<file path="config.mk">
export PLATFORM = sky130hd
export DESIGN_NAME = cmd_dispatch
export DESIGN_NICKNAME = d
export VERILOG_FILES = /design/src/rtl/cmd_dispatch.sv
export SDC_FILE = /design/constraint.sdc
export NUM_CORES = 1
export LEC_CHECK = 0
export CORE_UTILIZATION = 37
export DETAILED_ROUTE_END_ITERATION = 8
export PLACE_DENSITY = 0.83
export RECOVER_POWER = 25
export SKIP_CTS_REPAIR_TIMING = 1
export SYNTH_ARGS = -nofsm -noshare
export SYNTH_HDL_FRONTEND = slang
export SYNTH_SLANG_ARGS = --single-unit
</file>
<file path="constraint.sdc">
create_clock -name clk -period 2 [get_ports clk]
set_input_delay 0.3 -clock clk [delete_from_list [all_inputs] [get_ports clk]]
set_output_delay 0.3 -clock clk [all_outputs]
set_load 0.03 [all_outputs]
</file>
<file path="src/rtl/cmd_dispatch.sv">
// Opcode dispatcher: gives one handler the shared UART TX port for the length of its command, and answers unknown opcodes with a NAK.
// Optional build macro CMD_DISPATCH_TIMEOUT_EN adds an idle-timeout abort in RUN that sends 8'hEF.
module cmd_dispatch #(
    parameter int          N_HANDLERS     = 4,
    parameter logic [7:0]  NAK_BYTE       = 8'hEE,
    parameter logic [23:0] TIMEOUT_CYCLES = 24'd12_000_000
) (
    input  logic                    clk,
    input  logic                    reset,
    input  logic                    rx_ready,
    input  logic [7:0]              rx_data,
    input  logic                    tx_active,
    input  logic                    tx_done,
    output logic [7:0]              tx_data,
    output logic                    tx_start,
    output logic [N_HANDLERS-1:0]   activate,
    input  logic [N_HANDLERS-1:0]   done,
    input  logic [8*N_HANDLERS-1:0] h_tx_data,
    input  logic [N_HANDLERS-1:0]   h_tx_start,
    output logic                    busy,
    output logic                    err_pulse
);

    localparam int OPW = (N_HANDLERS > 1) ? $clog2(N_HANDLERS) : 1;

    typedef enum logic [3:0] {
        S_IDLE,
        S_ACT,
        S_RUN,
        S_RELEASE,
        S_NAK_WAIT,
        S_NAK_SEND,
        S_NAK_HOLD
`ifdef CMD_DISPATCH_TIMEOUT_EN
        , S_TO_WAIT
        , S_TO_SEND
`endif
    } state_t;

    state_t                  state_q;
    logic [OPW-1:0]          opcode_q;
    logic                    rx_ready_q;
    logic [N_HANDLERS-1:0]   activate_q;
    logic                    tx_start_q;
    logic [7:0]              tx_data_q;
    logic                    err_pulse_q;

    logic       rx_rise;
    logic       sel_done;
    logic       sel_start;
    logic [7:0] sel_data;

    assign rx_rise   = rx_ready & ~rx_ready_q;
    assign sel_done  = done[opcode_q];
    assign sel_start = h_tx_start[opcode_q];
    assign sel_data  = h_tx_data[{opcode_q, 3'b000} +: 8];

`ifdef CMD_DISPATCH_TIMEOUT_EN
    logic [23:0] count_q;
    logic        rx_change;
    assign rx_change = rx_ready ^ rx_ready_q;
`else
    logic unused_timeout;
    assign unused_timeout = ^TIMEOUT_CYCLES;
`endif

    // NOTE: all state below uses non-blocking assignments so every register samples pre-edge values, independent of statement order.
    always_ff @(posedge clk) begin
        if (reset) begin
            state_q     <= S_IDLE;
            opcode_q    <= '0;
            rx_ready_q  <= 1'b0;
            activate_q  <= '0;
            tx_start_q  <= 1'b0;
            tx_data_q   <= '0;
            err_pulse_q <= 1'b0;
`ifdef CMD_DISPATCH_TIMEOUT_EN
            count_q     <= '0;
`endif
        end else begin
            rx_ready_q  <= rx_ready;
            tx_start_q  <= 1'b0;
            err_pulse_q <= 1'b0;
`ifdef CMD_DISPATCH_TIMEOUT_EN
            count_q     <= '0;
`endif
            case (state_q)
                S_IDLE: begin
                    if (rx_rise) begin
                        if ({24'd0, rx_data} < N_HANDLERS) begin
                            opcode_q <= rx_data[OPW-1:0];
                            state_q  <= S_ACT;
                        end else begin
                            state_q  <= S_NAK_WAIT;
                        end
                    end
                end
                S_ACT: begin
                    activate_q <= N_HANDLERS'(1) << opcode_q;
                    state_q    <= S_RUN;
                end
                S_RUN: begin
                    // Pass-through is registered; other handlers' strobes never reach the port.
                    tx_data_q <= sel_data;
                    if (sel_done) begin
                        activate_q <= '0;
                        state_q    <= S_RELEASE;
                    end
`ifdef CMD_DISPATCH_TIMEOUT_EN
                    else if (count_q == TIMEOUT_CYCLES) begin
                        activate_q <= '0;
                        state_q    <= S_TO_WAIT;
                    end
`endif
                    else begin
                        tx_start_q <= sel_start;
                    end
`ifdef CMD_DISPATCH_TIMEOUT_EN
                    if (!sel_done)
                        count_q <= (tx_active || rx_change) ? 24'd0 : count_q + 24'd1;
`endif
                end
                S_RELEASE: begin
                    if (!sel_done)
                        state_q <= S_IDLE;
                end
                S_NAK_WAIT: begin
                    if (!tx_active) begin
                        tx_data_q   <= NAK_BYTE;
                        tx_start_q  <= 1'b1;
                        err_pulse_q <= 1'b1;
                        state_q     <= S_NAK_SEND;
                    end
                end
                S_NAK_SEND: state_q <= S_NAK_HOLD;
                S_NAK_HOLD: begin
                    if (tx_done)
                        state_q <= S_IDLE;
                end
`ifdef CMD_DISPATCH_TIMEOUT_EN
                S_TO_WAIT: begin
                    if (!tx_active) begin
                        tx_data_q   <= 8'hEF;
                        tx_start_q  <= 1'b1;
                        err_pulse_q <= 1'b1;
                        state_q     <= S_TO_SEND;
                    end
                end
                S_TO_SEND: state_q <= S_RELEASE;
`endif
                default: begin
                    activate_q <= '0;
                    state_q    <= S_IDLE;
                end
            endcase
        end
    end

    assign activate  = activate_q;
    assign tx_start  = tx_start_q;
    assign tx_data   = tx_data_q;
    assign err_pulse = err_pulse_q;
    assign busy      = (state_q != S_IDLE);

endmodule

</file>
Word-level counts from Yosys, hierarchy flattened
Cells that the tools add are included.
{ "totals": {"reg_bits": 21, "inputBits": 53, "output_inout_bits": 15, "word_cells": 53} }
{ "op_classes": {"n_lt_le_gt_ge": 2, "n_eq_ne": 11, "shifts": 2, "mux": 18, "n_bitwise": 4, "n_reduce_logical": 9} }
{ "op_table": {"columns": ["operator", "count"], "rows": [
  ["$shiftx A32 B6 Y8", 1],
  ["$pmux W4 S7", 1],
  ["$mux W4", 6],
  ["$pmux W8 S2", 1],
  ["$eq A4 B3 Y1 const B", 3],
  ["$pmux W4 S3", 1],
  ["$ne A2 B2 Y1 const B", 5],
  ["$eq A4 B2 Y1 const B", 2],
  ["$lt A8 B3 Y1 const B", 1],
  ["$mux W8", 1],
  ["$reduce_and A5 Y1", 1],
  ["$reduce_or A5 Y1", 1],
  ["$bmux W1 S2", 2],
  ["$eq A4 B1 Y1 const B", 1],
  ["$logic_not A4 Y1", 1],
  ["$mux W1", 4],
  ["$reduce_and A2 Y1", 2],
  ["$reduce_bool A4 Y1", 1],
  ["$shl A1 B2 Y4 const A", 1],
  ["$lt A2 B3 Y1 const B", 1],
  ["$mux W3", 1],
  ["$not A1 Y1", 3],
  ["$reduce_and A3 Y1", 1],
  ["$pmux W1 S2", 1],
  ["other kinds (3)", 3]
]} }

Logic depth before layout (Yosys ltp)
{ "logic_depth": {"depth_word": 4, "depth_mapped": 5, "depth_no_buf": 4} }

Worst setup path before layout
Ideal clock, no wire load.
{ "synth_path": {"path_type": "register to register", "from": "register opcode_q[0]", "to": "register activate_q[0] (netlist: activate[0])", "setup_ps": 65, "arrival_time_ps": 1434, "required_time_ps": 1935, "setup_slack_ps": 501, "stages_incl_launch_ff": 6, "n_path_buf": 1, "period_less_slack_ps": 1499, "path_cell_list": "dfxtp_1 > buf_6 > mux4_2 > a211oi_2 > a22oi_1 > nor2_1"} }
{ "synth_via": {"elab_chain_len": 4, "word_cells_on_any_way": 6, "classes_between": "1 x eq/ne; 1 x shift; 3 x mux; 1 x reduce/logical"} }
{ "synth_rtl": {"columns": ["element", "line", "rtl"], "rows": [
  ["start, declared", "41", "logic [OPW-1:0] opcode_q;"],
  ["start signal, assigned", "91", "opcode_q <= rx_data[OPW-1:0];"],
  ["$bmux W1 S2", "54", "assign sel_done = done[opcode_q];"],
  ["$mux W1 (not written as such)", "54", null],
  ["$ne A2 B2 Y1 (no line)", null, null],
  ["$reduce_and A2 Y1 (no line)", null, null],
  ["end signal, assigned", "99", "activate_q <= N_HANDLERS'(1) << opcode_q;"],
  ["end, declared", "43", "logic [N_HANDLERS-1:0] activate_q;"]
]} }
Parallel ways exist; a longest one is shown, timed or not. The select of a mux whose other input is x is not followed.
A chain may end at the register's enable or synchronous reset.

Worst setup path after layout
{ "layout_path": {"from": "register state_q[2]", "to": "register tx_data_q[6] (netlist: tx_data[6])"} }
{ "layout_via": {"elab_chain_len": 3, "word_cells_on_any_way": 6, "classes_between": "3 x eq/ne; 1 x mux; 2 x reduce/logical"} }
{ "layout_rtl": {"columns": ["element", "line", "rtl"], "rows": [
  ["start, declared", "40", "state_t state_q;"],
  ["start signal, assigned", "70", "state_q <= S_IDLE;"],
  ["start signal, assigned", "92", "state_q <= S_ACT;"],
  ["start signal, assigned", "94", "state_q <= S_NAK_WAIT;"],
  ["$eq A4 B3 Y1 / $eq A4 B2 Y1 (equally long branches)", "87", "case (state_q)"],
  ["$ne A2 B2 Y1 (no line) / $reduce_bool A2 Y1 (equally long branches)", null, null],
  ["$reduce_and A2 Y1 (no line)", null, null],
  ["end signal, assigned", "104", "tx_data_q <= sel_data;"],
  ["end, declared", "45", "logic [7:0] tx_data_q;"]
]} }
Parallel ways exist; a longest one is shown, timed or not.

==> results.toml <==
[status]
status = "finished with violations"
failed_checks = "design-rule violations"

[critical_path]
reg2reg_to = "tx_data[6]"
critical_path_arrival_ns = 2.00
rr_startpoint = "state_q[2]"
critPathLaunch = "state_q[2]"
slowest_delay_ns = 0.59
critPathSlowestCell = "dfxtp_1"
path_cells = "or3b_2, a21oi_2, buf_4, o22ai_1, nor2_1"
end_kind = "flop"
crit_required_ns = 2.25
cpLargestDelayFamily = "simple AND/OR/NAND/NOR gates"
crit_fanout = 13
setup.worst_path.class = "reg -> reg"
cp-start-kind = "flop"
critical_path_buf_inv_count = 1
r2r_cells = 5
r2r_slack_ns = 0.25

[sta]
fin_skew_ns = 0.001495
relSlewSlack_pct = 51.63
post-route-period-util_pct = 87.35
maxClockFrequency_mhz = 572.4
min_period_ns = 1.747
hold_viol = 0
hold-worst-slack_ns = 0.4890
final-setup-viol-count = 0
slew_violations = 0
rsz0062_at_grt = "no"
worst_pin_slew_ns = 0.7232

[clocking]
cts.clk_slew.worst_paths_ns = 0.12
htreeDepth = 1
cts_made_buffers = 3
clk_latency_ns = 0.31
cts_num_sinks = 20
cts_tree = "done"
clk_path_buf_depth = 2
cts_root_buffer = "clkbuf_4"

[synthesis]
seq_area_frac_synth_pct = 35.71
synth.top_cells.by_count = "20 x dfxtp_1, 17 x nor2_1, 7 x mux4_2, 6 x nand2_1, 6 x o22ai_1"
synth_top_area_share_pct = 35.71
yosysMostFrequentCell = "dfxtp_1"
synthTopCellsByArea = "dfxtp_1 36%, mux4_2 14%, mux4_1 7.0%"
synth_fp_nets = 161
ys_ff_latch = 20
ys_warn_count = 0
synth_edf_count = 0
synth_ff_type = "dfxtp_1"
synth.largest_area_cell = "dfxtp_1"
ys_types = 32
ys_async_sr_fraction_pct = 0
avgSynthCellArea_um2 = 10.38
syn_inst = 108
mappedNetlistArea_um2 = 1121

[drt]
vias_per_cell = 5.541
drcViolationCount = 2
drtIter0Drc = 14
drt-total-wl_um = 3042
ant_nets = 0
vias = 1147
drtPass1Iterations = 6
wl_per_cell_um = 14.70

[hold_path]
min_path_type = "reg -> reg"
whs_path_depth = 2
min_from = "tx_data[0]"
min_to = "tx_data[0]"

[die]
fp.dieW_um = 57.05
initial_core_util_pct = 39.96
die-area_um2 = 3254
die_y_um = 57.05
io_pins = 68
fp-row-count = 19
core_um2 = 2805

[final_layout]
layout.nets = 230
area_delta_synth_final_pct = 65.29
fin_area_um2 = 1853
utilization_pct = 66.06
instances_no_fill = 207
diodes = 0
drive_gt1_share_pct = 10.80

[place]
dp_cells = 203
place.gp.congestion = 0.6760
port_buffers = 67
hpwl_um = 2415
place_area_um2 = 1798

[global_route]
grt_pass1_vias = 1165
overflow = 0
grt_usage_pct = 19.94
grt_max_degree = 21
grt_first_pass_wirelength_um = 4919
antenna_found_initial = 0

[run]
max_cap_viol_count = 0

[power]
leakage_uw = 0.0006873
p_per_area_nw_per_um2 = 588.0
peakVddDrop_mv = 0.2813
[report_power, final]
group          internal [uW]  total, uW  switching [uW]  leakage, uW
combinational            182        310             128     0.000496
clock                    203        335             133    0.0000279
sequential               423        444            20.7     0.000163
[logic make-up after synthesis]
family	Yosys count	share of synthesized area (%)
compound gates	23	15.07
buf+inv	10	6.920
flops	20	35.71
mux	12	22.88
simple gates	43	19.42
[metal layers]
metal  GRT usage (%)  part of all wire, %
met1           20.43                   36
met3           3.628                  5.2
met2           37.65                   56
met5               0                    0
met4           11.50                  2.9
[worst min-delay path, stage by stage (launching register included)]
cell      delay, ns
dfxtp_1        0.33
nand2b_1       0.06
a21oi_1        0.06
[sequential cells by signal (all words and copies together), names as in the netlist]
| name | cells |
|---|---|
| activate | 4 |
| tx_data | 8 |
| opcode_q | 2 |
| tx_start | 1 |
| state_q | 3 |
| rx_ready_q | 1 |
| err_pulse | 1 |
[placed cells by master (no fill, tap or decap)]
cell type	instances
a2111o_1	1
a211oi_1	2
a211oi_2	1
a21oi_1	3
a21oi_2	1
a22oi_1	2
a32oi_1	3
and3_1	1
buf_4	5
bufinv_16	1
clkbuf_4	3
clkdlybuf4s50_1	62
dfxtp_1	20
dlygate4sd3_1	4
dlymetal6s2s_1	1
inv_1	2
mux2i_1	2
mux4_1	3
mux4_2	7
nand2_1	6
nand2b_1	4
nand3b_1	1
nand4_1	1
nor2_1	17
nor2b_1	4
nor3_1	2
nor3b_1	4
nor4_1	1
o211a_1	1
o211ai_1	1
o21ai_0	2
o22ai_1	6
or3_1	1
or3b_2	1
[per-stage QoR]
| stage | power (uW) | setup TNS (ns) | setup slack, ns |
|---|---|---|---|
| 4_1_cts | 1094 | -0.08355 | -0.08355 |
| 3_5_place_dp | 762.5 | 0 | 0.09792 |
| 5_1_grt | 1135 | 0 | 0.1083 |
| 6_report | 1090 | 0 | 0.2531 |
| 3_3_place_gp | 753.4 | 0 | 0.1440 |
| 2_1_floorplan | 595.0 | 0 | 0.5005 |
[how the worst max path moves through the flow]
stage | end | slack (ns) | depth (start not counted)
2_1_floorplan | activate[0] | 0.50 | 5
3_3_place_gp | activate[0] | 0.14 | 5
3_5_place_dp | state_q[0] | 0.1 | 5
4_1_cts | busy | -0.08 | 2
5_1_grt | state_q[0] | 0.11 | 5
6_report | tx_data[6] | 0.25 | 5
[area by class of cell]
type / instances / area (um^2)
Sequential cell: 20 / 400.4
Tap cell: 31 / 38.79
Multi-Input combinational cell: 78 / 643.1
Clock inverter: 1 / 30.03
Fill cell: 221 / 952.2
Inverter: 2 / 7.507
Clock buffer: 3 / 22.52
Timing Repair Buffer: 72 / 710.7
(Power assumes the default switching activity.)
